File: src/rtl/muldiv_seq_if.sv
// rtl/muldiv_seq_if.sv - request/response bundle between the core pipeline and muldiv_seq
interface muldiv_seq_if #(
    parameter int XLEN = 32
);
    logic            i_valid;
    logic            o_ready;
    logic [2:0]      i_op;
    logic [XLEN-1:0] i_operand_a;
    logic [XLEN-1:0] i_operand_b;
    logic            i_kill;
    logic            o_valid;
    logic            i_ready;
    logic [XLEN-1:0] o_result;
    logic            o_busy;

    modport master (
        output i_valid, i_op, i_operand_a, i_operand_b, i_kill, i_ready,
        input  o_ready, o_valid, o_result, o_busy
    );

    modport slave (
        input  i_valid, i_op, i_operand_a, i_operand_b, i_kill, i_ready,
        output o_ready, o_valid, o_result, o_busy
    );
endinterface

File: src/rtl/muldiv_seq.sv
// rtl/muldiv_seq.sv - multi-cycle RV32M multiply/divide unit with valid/ready handshake
module muldiv_seq #(
    parameter int XLEN = 32
) (
    input  logic           i_clk,
    input  logic           i_reset,
    muldiv_seq_if.slave    bus
);
    localparam int CW = $clog2(XLEN);

    localparam logic [1:0] ST_IDLE = 2'd0;
    localparam logic [1:0] ST_MUL  = 2'd1;
    localparam logic [1:0] ST_DIV  = 2'd2;
    localparam logic [1:0] ST_DONE = 2'd3;

    localparam logic [XLEN-1:0] MOST_NEG = {1'b1, {(XLEN-1){1'b0}}};
    localparam logic [CW-1:0]   LAST_IT  = {CW{1'b1}};

    logic [1:0]      state;
    logic [2:0]      op_q;
    logic [XLEN-1:0] a_q;      // multiplicand, or dividend shifting into quotient
    logic [XLEN-1:0] b_q;
    logic [XLEN-1:0] rem_q;
    logic [CW-1:0]   cnt;
    logic            neg_quo;
    logic            neg_rem;
    logic            valid_q;
    logic [XLEN-1:0] result_q;

    logic                    accept;
    logic                    op_is_div;
    logic                    op_signed_div;
    logic [XLEN-1:0]         a_mag;
    logic [XLEN-1:0]         b_mag;
    logic [XLEN:0]           rem_shift;
    logic [XLEN:0]           diff;
    logic [XLEN-1:0]         q_step;
    logic [XLEN-1:0]         r_step;
    logic [XLEN-1:0]         q_final;
    logic [XLEN-1:0]         r_final;
    logic signed [XLEN:0]    mul_a;
    logic signed [XLEN:0]    mul_b;
    logic signed [2*XLEN+1:0] product;

    assign accept        = bus.i_valid && (state == ST_IDLE) && !bus.i_kill;
    assign op_is_div     = bus.i_op[2];
    assign op_signed_div = bus.i_op[2] && !bus.i_op[0];

    assign bus.o_ready  = (state == ST_IDLE);
    assign bus.o_busy   = (state != ST_IDLE);
    assign bus.o_valid  = valid_q;
    assign bus.o_result = result_q;

    always_comb begin
        a_mag = (op_signed_div && bus.i_operand_a[XLEN-1]) ? (~bus.i_operand_a + 1'b1) : bus.i_operand_a;
        b_mag = (op_signed_div && bus.i_operand_b[XLEN-1]) ? (~bus.i_operand_b + 1'b1) : bus.i_operand_b;

        // Remainder stays below the divisor, so the shifted value fits in XLEN+1 bits.
        rem_shift = {rem_q, a_q[XLEN-1]};
        diff      = rem_shift - {1'b0, b_q};
        q_step    = {a_q[XLEN-2:0], ~diff[XLEN]};
        r_step    = diff[XLEN] ? rem_shift[XLEN-1:0] : diff[XLEN-1:0];
        q_final   = neg_quo ? (~q_step + 1'b1) : q_step;
        r_final   = neg_rem ? (~r_step + 1'b1) : r_step;

        // MULHU zero-extends a; only MUL/MULH sign-extend b.
        mul_a   = {(op_q != 3'b011) && a_q[XLEN-1], a_q};
        mul_b   = {!op_q[1] && b_q[XLEN-1], b_q};
        product = mul_a * mul_b;
    end

    always_ff @(posedge i_clk or negedge i_reset) begin
        if (!i_reset) begin
            state    <= ST_IDLE;
            op_q     <= '0;
            a_q      <= '0;
            b_q      <= '0;
            rem_q    <= '0;
            cnt      <= '0;
            neg_quo  <= 1'b0;
            neg_rem  <= 1'b0;
            valid_q  <= 1'b0;
            result_q <= '0;
        end else if (bus.i_kill) begin
            state   <= ST_IDLE;
            valid_q <= 1'b0;
            cnt     <= '0;
        end else begin
            case (state)
                ST_IDLE: begin
                    if (accept) begin
                        op_q    <= bus.i_op;
                        rem_q   <= '0;
                        cnt     <= '0;
                        neg_quo <= op_signed_div && (bus.i_operand_a[XLEN-1] ^ bus.i_operand_b[XLEN-1]);
                        neg_rem <= op_signed_div && bus.i_operand_a[XLEN-1];
                        if (!op_is_div) begin
                            a_q   <= bus.i_operand_a;
                            b_q   <= bus.i_operand_b;
                            state <= ST_MUL;
                        end else if (bus.i_operand_b == '0) begin
                            a_q      <= bus.i_operand_a;
                            b_q      <= bus.i_operand_b;
                            result_q <= bus.i_op[1] ? bus.i_operand_a : {XLEN{1'b1}};
                            valid_q  <= 1'b1;
                            state    <= ST_DONE;
                        end else if (op_signed_div && (bus.i_operand_a == MOST_NEG) &&
                                     (bus.i_operand_b == {XLEN{1'b1}})) begin
                            a_q      <= bus.i_operand_a;
                            b_q      <= bus.i_operand_b;
                            result_q <= bus.i_op[1] ? '0 : MOST_NEG;
                            valid_q  <= 1'b1;
                            state    <= ST_DONE;
                        end else begin
                            a_q   <= a_mag;
                            b_q   <= b_mag;
                            state <= ST_DIV;
                        end
                    end
                end
                ST_MUL: begin
                    result_q <= (op_q[1:0] == 2'b00) ? product[XLEN-1:0] : product[2*XLEN-1:XLEN];
                    valid_q  <= 1'b1;
                    state    <= ST_DONE;
                end
                ST_DIV: begin
                    a_q   <= q_step;
                    rem_q <= r_step;
                    cnt   <= cnt + 1'b1;
                    if (cnt == LAST_IT) begin
                        result_q <= op_q[1] ? r_final : q_final;
                        valid_q  <= 1'b1;
                        state    <= ST_DONE;
                    end
                end
                default: begin
                    if (bus.i_ready) begin
                        valid_q <= 1'b0;
                        state   <= ST_IDLE;
                    end
                end
            endcase
        end
    end
endmodule

File: src/flat_wrapper.sv
// flat-port wrapper written by rule: the top's interface ports become plain ports
module muldiv_seq_flat 
#(
    parameter int XLEN = 32
)
  (i_clk, i_reset, bus_i_valid, bus_i_op, bus_i_operand_a, bus_i_operand_b, bus_i_kill, bus_i_ready, bus_o_ready, bus_o_valid, bus_o_result, bus_o_busy);
  muldiv_seq_if #(.XLEN(XLEN)) bus_i ();
  input  logic i_clk;
  input  logic i_reset;
  input wire logic [$bits(bus_i.i_valid)-1:0] bus_i_valid;
  input wire logic [$bits(bus_i.i_op)-1:0] bus_i_op;
  input wire logic [$bits(bus_i.i_operand_a)-1:0] bus_i_operand_a;
  input wire logic [$bits(bus_i.i_operand_b)-1:0] bus_i_operand_b;
  input wire logic [$bits(bus_i.i_kill)-1:0] bus_i_kill;
  input wire logic [$bits(bus_i.i_ready)-1:0] bus_i_ready;
  output wire logic [$bits(bus_i.o_ready)-1:0] bus_o_ready;
  output wire logic [$bits(bus_i.o_valid)-1:0] bus_o_valid;
  output wire logic [$bits(bus_i.o_result)-1:0] bus_o_result;
  output wire logic [$bits(bus_i.o_busy)-1:0] bus_o_busy;
  assign bus_i.i_valid = bus_i_valid;
  assign bus_i.i_op = bus_i_op;
  assign bus_i.i_operand_a = bus_i_operand_a;
  assign bus_i.i_operand_b = bus_i_operand_b;
  assign bus_i.i_kill = bus_i_kill;
  assign bus_i.i_ready = bus_i_ready;
  assign bus_o_ready = bus_i.o_ready;
  assign bus_o_valid = bus_i.o_valid;
  assign bus_o_result = bus_i.o_result;
  assign bus_o_busy = bus_i.o_busy;
  muldiv_seq #(.XLEN(XLEN)) u_core (.i_clk(i_clk), .i_reset(i_reset), .bus(bus_i));
endmodule
File: config.mk
export PLATFORM = sky130hd
export DESIGN_NAME = muldiv_seq_flat
export DESIGN_NICKNAME = d
export VERILOG_FILES = /design/src/rtl/muldiv_seq_if.sv /design/src/rtl/muldiv_seq.sv /design/src/flat_wrapper.sv
export SDC_FILE = /design/constraint.sdc
export NUM_CORES = 2
export LEC_CHECK = 0
export CAP_MARGIN = 0
export CORE_MARGIN = 5
export CORE_UTILIZATION = 57
export DETAILED_ROUTE_END_ITERATION = 8
export DONT_BUFFER_PORTS = 1
export PLACE_DENSITY_LB_ADDON = 0.2
export SETUP_SLACK_MARGIN = 0.3
export SYNTH_ARGS = -nofsm -noshare
export SYNTH_HDL_FRONTEND = slang
export SYNTH_SLANG_ARGS = --single-unit
File: constraint.sdc
create_clock -name i_clk -period 8.9 [get_ports i_clk]
set_clock_uncertainty 0.05 [all_clocks]
set_input_delay 1.335 -clock i_clk [delete_from_list [all_inputs] [get_ports i_clk]]
set_output_delay 1.335 -clock i_clk [all_outputs]
set_load 0.03 [all_outputs]
==> flow_metrics.tcl <==
set metrics [dict create \
    coreArea_um2 88100 \
    drt_wl_total_mm 171 \
    ys_warn_count 0 \
    dp_hpwl_mm 144 \
    syn_inst 5855 \
    dr_wl_met3_mm 17.3 \
    slew_viol_final 0 \
    grt_setup_unrepaired "yes" \
    final_hold_viol_count 0 \
    worstPathRequired_ns 9.22 \
    synth_edf_count 0 \
    drive_above_1_share_pct 7.29 \
    dp_slack_ns -0.246 \
    cpMaxStageDelayCell "fa_2" \
    avgViaCountPerCell 5.96 \
    rows 109 \
    grt_start_max_net_pins 142 \
    drt-initial-drc-count 4146 \
    area_growth_syn_to_layout_pct 6.68 \
    crit_fanout 8 \
    synth_flop_cell "dfrtp_1" \
    synth.distinct_cells 91 \
    synth_top_area_share_pct 44.7 \
    worstHoldPathType "flop to flop" \
    syn_nets 7309 \
    final_antenna_net_count 0 \
    wl_met1_mm 68.0 \
    portBuffers 0 \
    arrival_ns 8.76 \
    avgSynthCellArea_um2 8.61 \
    setup_ws_ns 0.460 \
    max_stage_delay_ns 0.62 \
    ys_seq_elements 141 \
    top_layer_used "met5" \
    setup_violations 0 \
    tightest_slew_ns 1.27 \
    gp_congestion 1.05 \
    grt_pass1_vias 43200 \
    nNetsFinal 7245 \
    ys_seq_area_share_pct 7.00 \
    clk_latency_ns 0.49 \
    drtPass1Iterations 8 \
    cts_sinks 141 \
    async_flop_share_pct 100 \
    cts_tree "yes" \
    grt_pass1_wl_mm 265 \
    relSlewSlack_pct 13.3 \
    die_x_um 307 \
    wl_met2_mm 77.3 \
    h-tree-depth 4 \
    fp.dieH_um 307 \
    cp-start-kind "flop" \
    drc 0 \
    initial_core_util_pct 57.2 \
    routedWlPerCell_um 24.6 \
    outcome "finished clean" \
    clk_pin_slew_ns 0.08 \
    synth_area_um2 50400 \
    cts_inserted_buffers 17 \
    worstSetupPathType "flop to flop" \
    vias 41600 \
    cts.path.max_buffers 2 \
    worstSetupEndpointType "flop" \
    grt_overflow 0 \
    netlist_top_cells_area "fa_1 (45%), inv_1 (8.7%), dfrtp_1 (7.0%)" \
    max_freq_mhz 118 \
    antenna_found_initial 5 \
    final_common_cell "inv_1" \
    ios 107 \
    root_buffer "clkbuf_16" \
    layout_common_cells "inv_1 (1158), fa_1 (1119), nand2_1 (903), and2_1 (337), ha_1 (247)" \
    min_period_over_period_pct 94.8 \
    grt_usage_pct 37.1 \
    hold_buffers 0 \
    synth_top_area_cell "fa_1" \
    maxCapViolations 0 \
    period_minus_slack_ns 8.44 \
    die_area_um2 94500 \
]
worst paths after layout:
check / from / end / slack, ns / cells after the start
worst max-delay path: u_core.op_q[0] / u_core.bus.o_result[31] / 0.46 / 31
worst min-delay path: u_core.neg_quo / u_core.neg_quo / 0.46 / 2
worst min register to register: u_core.neg_quo / u_core.neg_quo / 0.46 / 2
worst max register to register: u_core.op_q[0] / u_core.bus.o_result[31] / 0.46 / 31
min in group asynchronous: i_reset / u_core.b_q[25] / 0.49 / 0
max in group asynchronous: i_reset / u_core.a_q[22] / 7.86 / 0
state kept, by name (all words and copies together), names as in the netlist:
signal               cells
u_core.op_q              3
u_core.bus.o_result     32
u_core.a_q              32
u_core.cnt               5
u_core.neg_rem           1
u_core.b_q              32
u_core.bus.o_valid       1
u_core.state             2
u_core.neg_quo           1
u_core.rem_q            32
per-stage QoR:
stage / util (%) / TNS [ns] / hold WS [ns] / instance area [um^2] / instances
after floorplan: - / 0 / 0.396 / 50400 / 5855
after global placement: 59.9 / -1.21 / 0.415 / 52800 / 6927
after detailed placement: 59.9 / -0.909 / 0.427 / 52800 / 6927
after CTS: 60.7 / 0 / 0.446 / 53400 / 6961
after global routing: 61.0 / 0 / 0.478 / 53800 / 6969
final: 61.0 / 0 / 0.458 / 53800 / 6970
cells by family after synthesis:
kind of cell | count (synthesis) | synth area share, %
xor gates and xnor gates | 173 | 3.01
DFF | 141 | 7.00
AOI/OAI and AO/OA | 784 | 9.96
buffers and inverters | 1519 | 11.3
adders and majority gates | 1382 | 51.1
muxes | 37 | 0.745
and+or+nand+nor | 1819 | 16.9
worst max-delay path: cells and delay by family, from the launching register on:
kind,cells,cell delay (ns)
adder cells (fa/ha/maj),9,4.61
AO/OA/AOI/OAI,11,2.07
buffers and inverters,8,0.85
flip-flops,1,0.38
AND/OR/NAND/NOR,3,0.34
cell type report:
cell class,count,area [um^2]
multi-input combinational,4195,41400
fill,7884,34300
inverter,1171,4400
sequential,141,3560
timing repair buffer,265,2340
tap,1165,1460
clock buffer,17,425
clock inverter,15,170
antenna,1,2.50
synthesized netlist by cell type, types with 30 or more instances:
| library cell | n |
|---|---|
| a21oi_1 | 181 |
| a31oi_1 | 30 |
| xnor2_1 | 98 |
| ha_1 | 256 |
| nor2_1 | 213 |
| xor2_1 | 75 |
| o21ai_0 | 245 |
| fa_1 | 1126 |
| nor3_1 | 49 |
| o31ai_1 | 42 |
| clkbuf_1 | 294 |
| mux2i_1 | 33 |
| or3_1 | 38 |
| dfrtp_1 | 141 |
| nand2_1 | 908 |
| buf_1 | 41 |
| and2_1 | 340 |
| nand3_1 | 90 |
| a21o_1 | 52 |
| inv_1 | 1167 |
layer usage:
layer / vias to the layer above / global-route usage, %
met4: 2 / 14.4
met1: 21200 / 50.4
met2: 2127 / 58.0
met5: - / 0
li1: 17800 / -
met3: 380 / 9.15
repair_timing:
action                     4_1_cts  5_1_grt
setup buffers                    2        8
hold endpoints to repair         0        0
pin swaps                        2       29
setup endpoints to repair       16       24
resized for setup               34       82
Power is left out: the tool's default activity adds up to more than one toggle a clock period on the data nets, which glitch-free logic cannot reach.
